--- src/rtl/mtr_drv_pkg.sv ---
// Shared widths, limits and FSM encoding for the motor PWM gate driver.
package mtr_drv_pkg;

  localparam int PWM_W = 11;
  localparam logic [PWM_W-1:0] PWM_MAX = 11'h7FF;

  typedef enum logic [1:0] {
    DEAD = 2'd0,
    HI   = 2'd1,
    LO   = 2'd2
  } nonovl_state_t;

  // Magnitude of a signed speed command; -2048 has no 11-bit magnitude so it clips to full scale.
  function automatic logic [PWM_W-1:0] abs_sat(input logic [PWM_W:0] spd);
    logic [PWM_W:0] mag;
    mag = spd[PWM_W] ? (~spd + 1'b1) : spd;
    if (mag[PWM_W]) abs_sat = PWM_MAX;
    else            abs_sat = mag[PWM_W-1:0];
  endfunction

endpackage

--- src/rtl/mtr_pwm_drv_nonovl.sv ---
// Dead-time generator: turns one raw PWM into complementary high/low gate drives
// that are never on together and are separated by NONOVERLAP idle cycles.
module pwm_nonovl
  import mtr_drv_pkg::*;
#(
  parameter int NONOVERLAP = 32
) (
  input  logic clk,
  input  logic rst_n,
  input  logic raw,
  input  logic en,
  output logic hi,
  output logic lo
);

  localparam logic [7:0] DEAD_LAST = 8'(NONOVERLAP - 1);

  nonovl_state_t state;
  logic [7:0]    dcnt;
  logic          raw_q;

  // hi/lo are updated in lock-step with state so they always equal its decode.
  always_ff @(posedge clk or negedge rst_n) begin
    if (!rst_n) begin
      state <= DEAD;
      dcnt  <= '0;
      raw_q <= 1'b0;
      hi    <= 1'b0;
      lo    <= 1'b0;
    end else begin
      raw_q <= raw;
      if (!en) begin
        state <= DEAD;
        dcnt  <= '0;
        hi    <= 1'b0;
        lo    <= 1'b0;
      end else begin
        case (state)
          DEAD: begin
            if (raw != raw_q) begin
              dcnt <= '0;
            end else if (dcnt == DEAD_LAST) begin
              state <= raw ? HI : LO;
              hi    <= raw;
              lo    <= ~raw;
            end else begin
              dcnt <= dcnt + 8'd1;
            end
          end
          HI: begin
            if (!raw) begin
              state <= DEAD;
              dcnt  <= '0;
              hi    <= 1'b0;
            end
          end
          LO: begin
            if (raw) begin
              state <= DEAD;
              dcnt  <= '0;
              lo    <= 1'b0;
            end
          end
          default: begin
            state <= DEAD;
            dcnt  <= '0;
            hi    <= 1'b0;
            lo    <= 1'b0;
          end
        endcase
      end
    end
  end

endmodule

--- src/rtl/mtr_pwm_drv.sv ---
// Two-wheel H-bridge driver: period counter, per-period shadowed duty/direction,
// PWM compare and a dead-time generator per side.
module mtr_pwm_drv
  import mtr_drv_pkg::*;
#(
  parameter int NONOVERLAP = 32
) (
  input  logic        clk,
  input  logic        rst_n,
  input  logic [11:0] lft_spd,
  input  logic [11:0] rght_spd,
  input  logic        mtr_en,
  output logic        lft_hi,
  output logic        lft_lo,
  output logic        rght_hi,
  output logic        rght_lo,
  output logic        lft_rev,
  output logic        rght_rev,
  output logic        pwm_synch
);

  logic [PWM_W-1:0] cnt;
  logic [PWM_W-1:0] lft_duty;
  logic [PWM_W-1:0] rght_duty;
  logic             wrap;
  logic             lft_raw;
  logic             rght_raw;

  assign wrap = (cnt == PWM_MAX);

  // Commands are only sampled on the last count so a period never mixes two duties.
  always_ff @(posedge clk or negedge rst_n) begin
    if (!rst_n) begin
      cnt       <= '0;
      pwm_synch <= 1'b0;
      lft_duty  <= '0;
      rght_duty <= '0;
      lft_rev   <= 1'b0;
      rght_rev  <= 1'b0;
    end else begin
      cnt       <= cnt + 1'b1;
      pwm_synch <= wrap;
      if (wrap) begin
        lft_duty  <= abs_sat(lft_spd);
        rght_duty <= abs_sat(rght_spd);
        lft_rev   <= lft_spd[11];
        rght_rev  <= rght_spd[11];
      end
    end
  end

  assign lft_raw  = (cnt < lft_duty);
  assign rght_raw = (cnt < rght_duty);

  pwm_nonovl #(.NONOVERLAP(NONOVERLAP)) u_lft_nonovl (
    .clk   (clk),
    .rst_n (rst_n),
    .raw   (lft_raw),
    .en    (mtr_en),
    .hi    (lft_hi),
    .lo    (lft_lo)
  );

  pwm_nonovl #(.NONOVERLAP(NONOVERLAP)) u_rght_nonovl (
    .clk   (clk),
    .rst_n (rst_n),
    .raw   (rght_raw),
    .en    (mtr_en),
    .hi    (rght_hi),
    .lo    (rght_lo)
  );

endmodule

--- config.mk ---
export PLATFORM = sky130hd
export DESIGN_NAME = mtr_pwm_drv
export DESIGN_NICKNAME = d
export VERILOG_FILES = /design/src/rtl/mtr_drv_pkg.sv /design/src/rtl/mtr_pwm_drv_nonovl.sv /design/src/rtl/mtr_pwm_drv.sv
export SDC_FILE = /design/constraint.sdc
export NUM_CORES = 1
export LEC_CHECK = 0
export CORE_ASPECT_RATIO = 0.7
export CORE_UTILIZATION = 36
export DETAILED_ROUTE_END_ITERATION = 8
export SYNTH_ARGS = -nofsm -noshare
export SYNTH_HDL_FRONTEND = slang
export SYNTH_SLANG_ARGS = --single-unit
export TNS_END_PERCENT = 10
--- constraint.sdc ---
create_clock -name clk -period 3 [get_ports clk]
set_input_delay 0.3 -clock clk [delete_from_list [all_inputs] [get_ports clk]]
set_output_delay 0.3 -clock clk [all_outputs]
set_load 0.01 [all_outputs]
==> results by group <==
Run status
  • Status: complete, no violations

Cells and area
  • Antenna cells: 0
  • Final Net Count: 486
  • Post-route cell area: 4510 µm²
  • Area Overhead vs Synth: 21.1%
  • Layout cell share with drive strength beyond 1: 7.97%
  • Final core occ: 45.7%
  • Final std cells w/o fill: 567

Clocking
  • CTS max path bufs: 2
  • Clock sinks: 62
  • H-tree level count: 3
  • Worst-Skew Late Latency: 340 ps
  • CTS tree: done
  • Post-CTS setup buffers: 0
  • Clock-pin slew on the worst setup and hold paths: 50 ps
  • Post-CTS Resized: 0
  • # hold bufs at CTS: 0
  • Cts bufs inserted: 9
  • Root Buffer: clkbuf_16

STA
  • RSZ-0062 raised after global routing: false
  • Fin crit share: 80.8%
  • Setup Total Neg Slack: 0 ps
  • WHS: 120 ps
  • Worst Clk Skew: 6.24 ps
  • Final hold violation count: 0
  • # setup viols final: 0
  • Fmax: 0.413 GHz
  • Final worst slack: 577 ps
  • Minimum clock period: 2420 ps
  • Slew @ Worst Pin: 791 ps
  • Fin. max-slew vios: 0
  • Worst slew margin: 47.3%

Floorplan
  • Core area: 9870 µm²
  • Die extent in x: 124 µm
  • DIE AREA: 10800 µm²
  • Effective utilization at floorplan: 37.7%
  • Ports: 34
  • Cell Rows: 30
  • Die Ht: 87.1 µm

Pwr
  • Power Density: 479 nW/µm²
  • VDD IR max: 0.322 mV
  • Leakage power: 2.03 nW
  • Final Power: 2.16 mW

Route
  • Drt first pass iters: 4
  • DRC violations left: 0
  • Iter 0 DRT Violations: 117
  • Post-DR wirelength/cell: 14.0 µm
  • Drt total wl: 7950 µm
  • Vias per cell: 5.21
  • Via count: 2953
  • Antenna Nets Post-Route: 0

Synthesis
  • Post-synth ARST share: 100%
  • Post-synth top cells: dfrtp_1, inv_1, nand2_1
  • Most numerous cell in the Yosys netlist: dfrtp_1
  • Register area share after synthesis: 41.7%
  • Yosys top cell area share: 41.7%
  • Synth area leaders: dfrtp_1, ha_1, xor2_1
  • Post-synth cell types: 55
  • EDFF count, synth: 0
  • Seq cells post-synth: 62
  • Mapped Nets: 445
  • YS warnings: 0
  • Synth area leader: dfrtp_1
  • Mapped cell area: 3720 µm²
  • Top FF cell, synth: dfrtp_1
  • Avg Cell Area, Syn: 9.47 µm²
  • Synth Instances: 393

GRT
  • Antenna violations before repair: 0
  • All-Layer GR Usage: 16.6%
  • Largest net degree at the start of global routing: 63
  • First-pass GRT wire length: 13700 µm
  • Grt total ovfl: 0
  • Vias in the first global route: 2873

Place
  • Port buffer count: 33
  • Dpl ws: 534 ps
  • Placed cell area: 4210 µm²
  • Placed cells: 551
  • Placer congestion estimate: 0.817
  • Post-DP HPWL: 5830 µm

Worst setup path
  • Max stage delay on crit path: 430 ps
  • CP cell instances: ha_1, a21oi_1, o21ai_0, a21oi_1, nand2_1, xnor2_2, nand3_1, o41ai_1
  • CP required: 3220 ps
  • Worst path most repeated cell: a21oi_1
  • Critical path type: flip-flop to flip-flop
  • CP max FO: 5
  • Crit end category: flip-flop
  • Crit path DAT: 2640 ps
  • Slowest-stage cell, CP: dfrtp_1
  • CP startpoint kind: flip-flop

Flow run
  • Max-cap viol count: 0

Min path
  • Hold WC Path Type: primary input to asynchronous set/reset pin
worst max-delay path, delay by kind of cell (launching register included):
| kind | cells | cell delay (ps) |
|---|---|---|
| AO/OA/AOI/OAI | 4 | 880 |
| flip-flops | 1 | 430 |
| AND/OR/NAND/NOR | 2 | 370 |
| adder cells (fa/ha/maj) | 1 | 360 |
| XOR/XNOR | 1 | 270 |
layout by cell type (no fill, tap or decap), types with 9 or more instances in the layout:
cell type / instances
xor2_1: 17
clkbuf_16: 9
dfrtp_1: 62
a22oi_1: 19
ha_1: 25
clkdlybuf4s50_1: 32
o21ai_0: 18
inv_1: 36
a21oi_1: 18
nand2_1: 36
nand3_1: 19
nor2_1: 22
final timing paths:
path / start / to / slack (ps) / depth (start not counted)
setup / recovery: cnt[10]$_DFF_PN0_ / u_rght_nonovl.dcnt[5]$_DFFE_PN0P_ / 580 / 8
hold / removal: rst_n / u_rght_nonovl.lo$_DFFE_PN0P_ / 120 / 2
setup reg to reg: cnt[10]$_DFF_PN0_ / u_rght_nonovl.dcnt[5]$_DFFE_PN0P_ / 580 / 8
hold reg to reg: u_rght_nonovl.dcnt[7]$_DFFE_PN0P_ / u_rght_nonovl.dcnt[7]$_DFFE_PN0P_ / 480 / 1
max in group asynchronous: rst_n / u_lft_nonovl.dcnt[5]$_DFFE_PN0P_ / 2340 / 2
min in group clk: u_rght_nonovl.dcnt[7]$_DFFE_PN0P_ / u_rght_nonovl.dcnt[7]$_DFFE_PN0P_ / 480 / 1
power breakdown:
| group | internal, mW | switching (mW) |
|---|---|---|
| registers | 0.875 | 0.0167 |
| logic | 0.106 | 0.123 |
| clock network | 0.683 | 0.358 |
state kept, by name, summed over array words and instances (netlist names), 2 cells and up:
register and cells:
u_rght_nonovl.state 2, u_rght_nonovl.dcnt 8, lft_duty 11, rght_duty 11, u_lft_nonovl.state 2, cnt 11
u_lft_nonovl.dcnt 8
layout make-up:
cell class,count,area (µm²)
Sequential cell,62,1550
Clock buffer,12,256
Inverter,38,143
Tap cell,128,160
Timing Repair Buffer,36,348
Clock inverter,4,45.0
Multi-Input combinational cell,287,2000
Fill cell,957,5360
kinds of logic (layout without fill, tap and decap cells):
kind of cell	count (synthesis)	after routing	synth area share (%)
and+or+nand+nor	126	126	17.1
AOI/OAI and AO/OA	100	100	18.9
adders and majority gates	25	25	8.40
buffers and inverters	44	90	4.47
DFF	62	62	41.7
muxes	10	10	3.09
xor gates and xnor gates	26	26	6.32
per-layer routing:
| layer | routed length (µm) | GRT usage, % | up-vias |
|---|---|---|---|
| li1 | - | - | 1502 |
| met1 | 4210 | 22.8 | 1396 |
| met2 | 3340 | 24.5 | 43 |
| met3 | 292 | 5.76 | 12 |
| met4 | 98 | 4.93 | 0 |
| met5 | 0 | 0 | - |
Note: power is estimated with default switching activity, not from simulation.
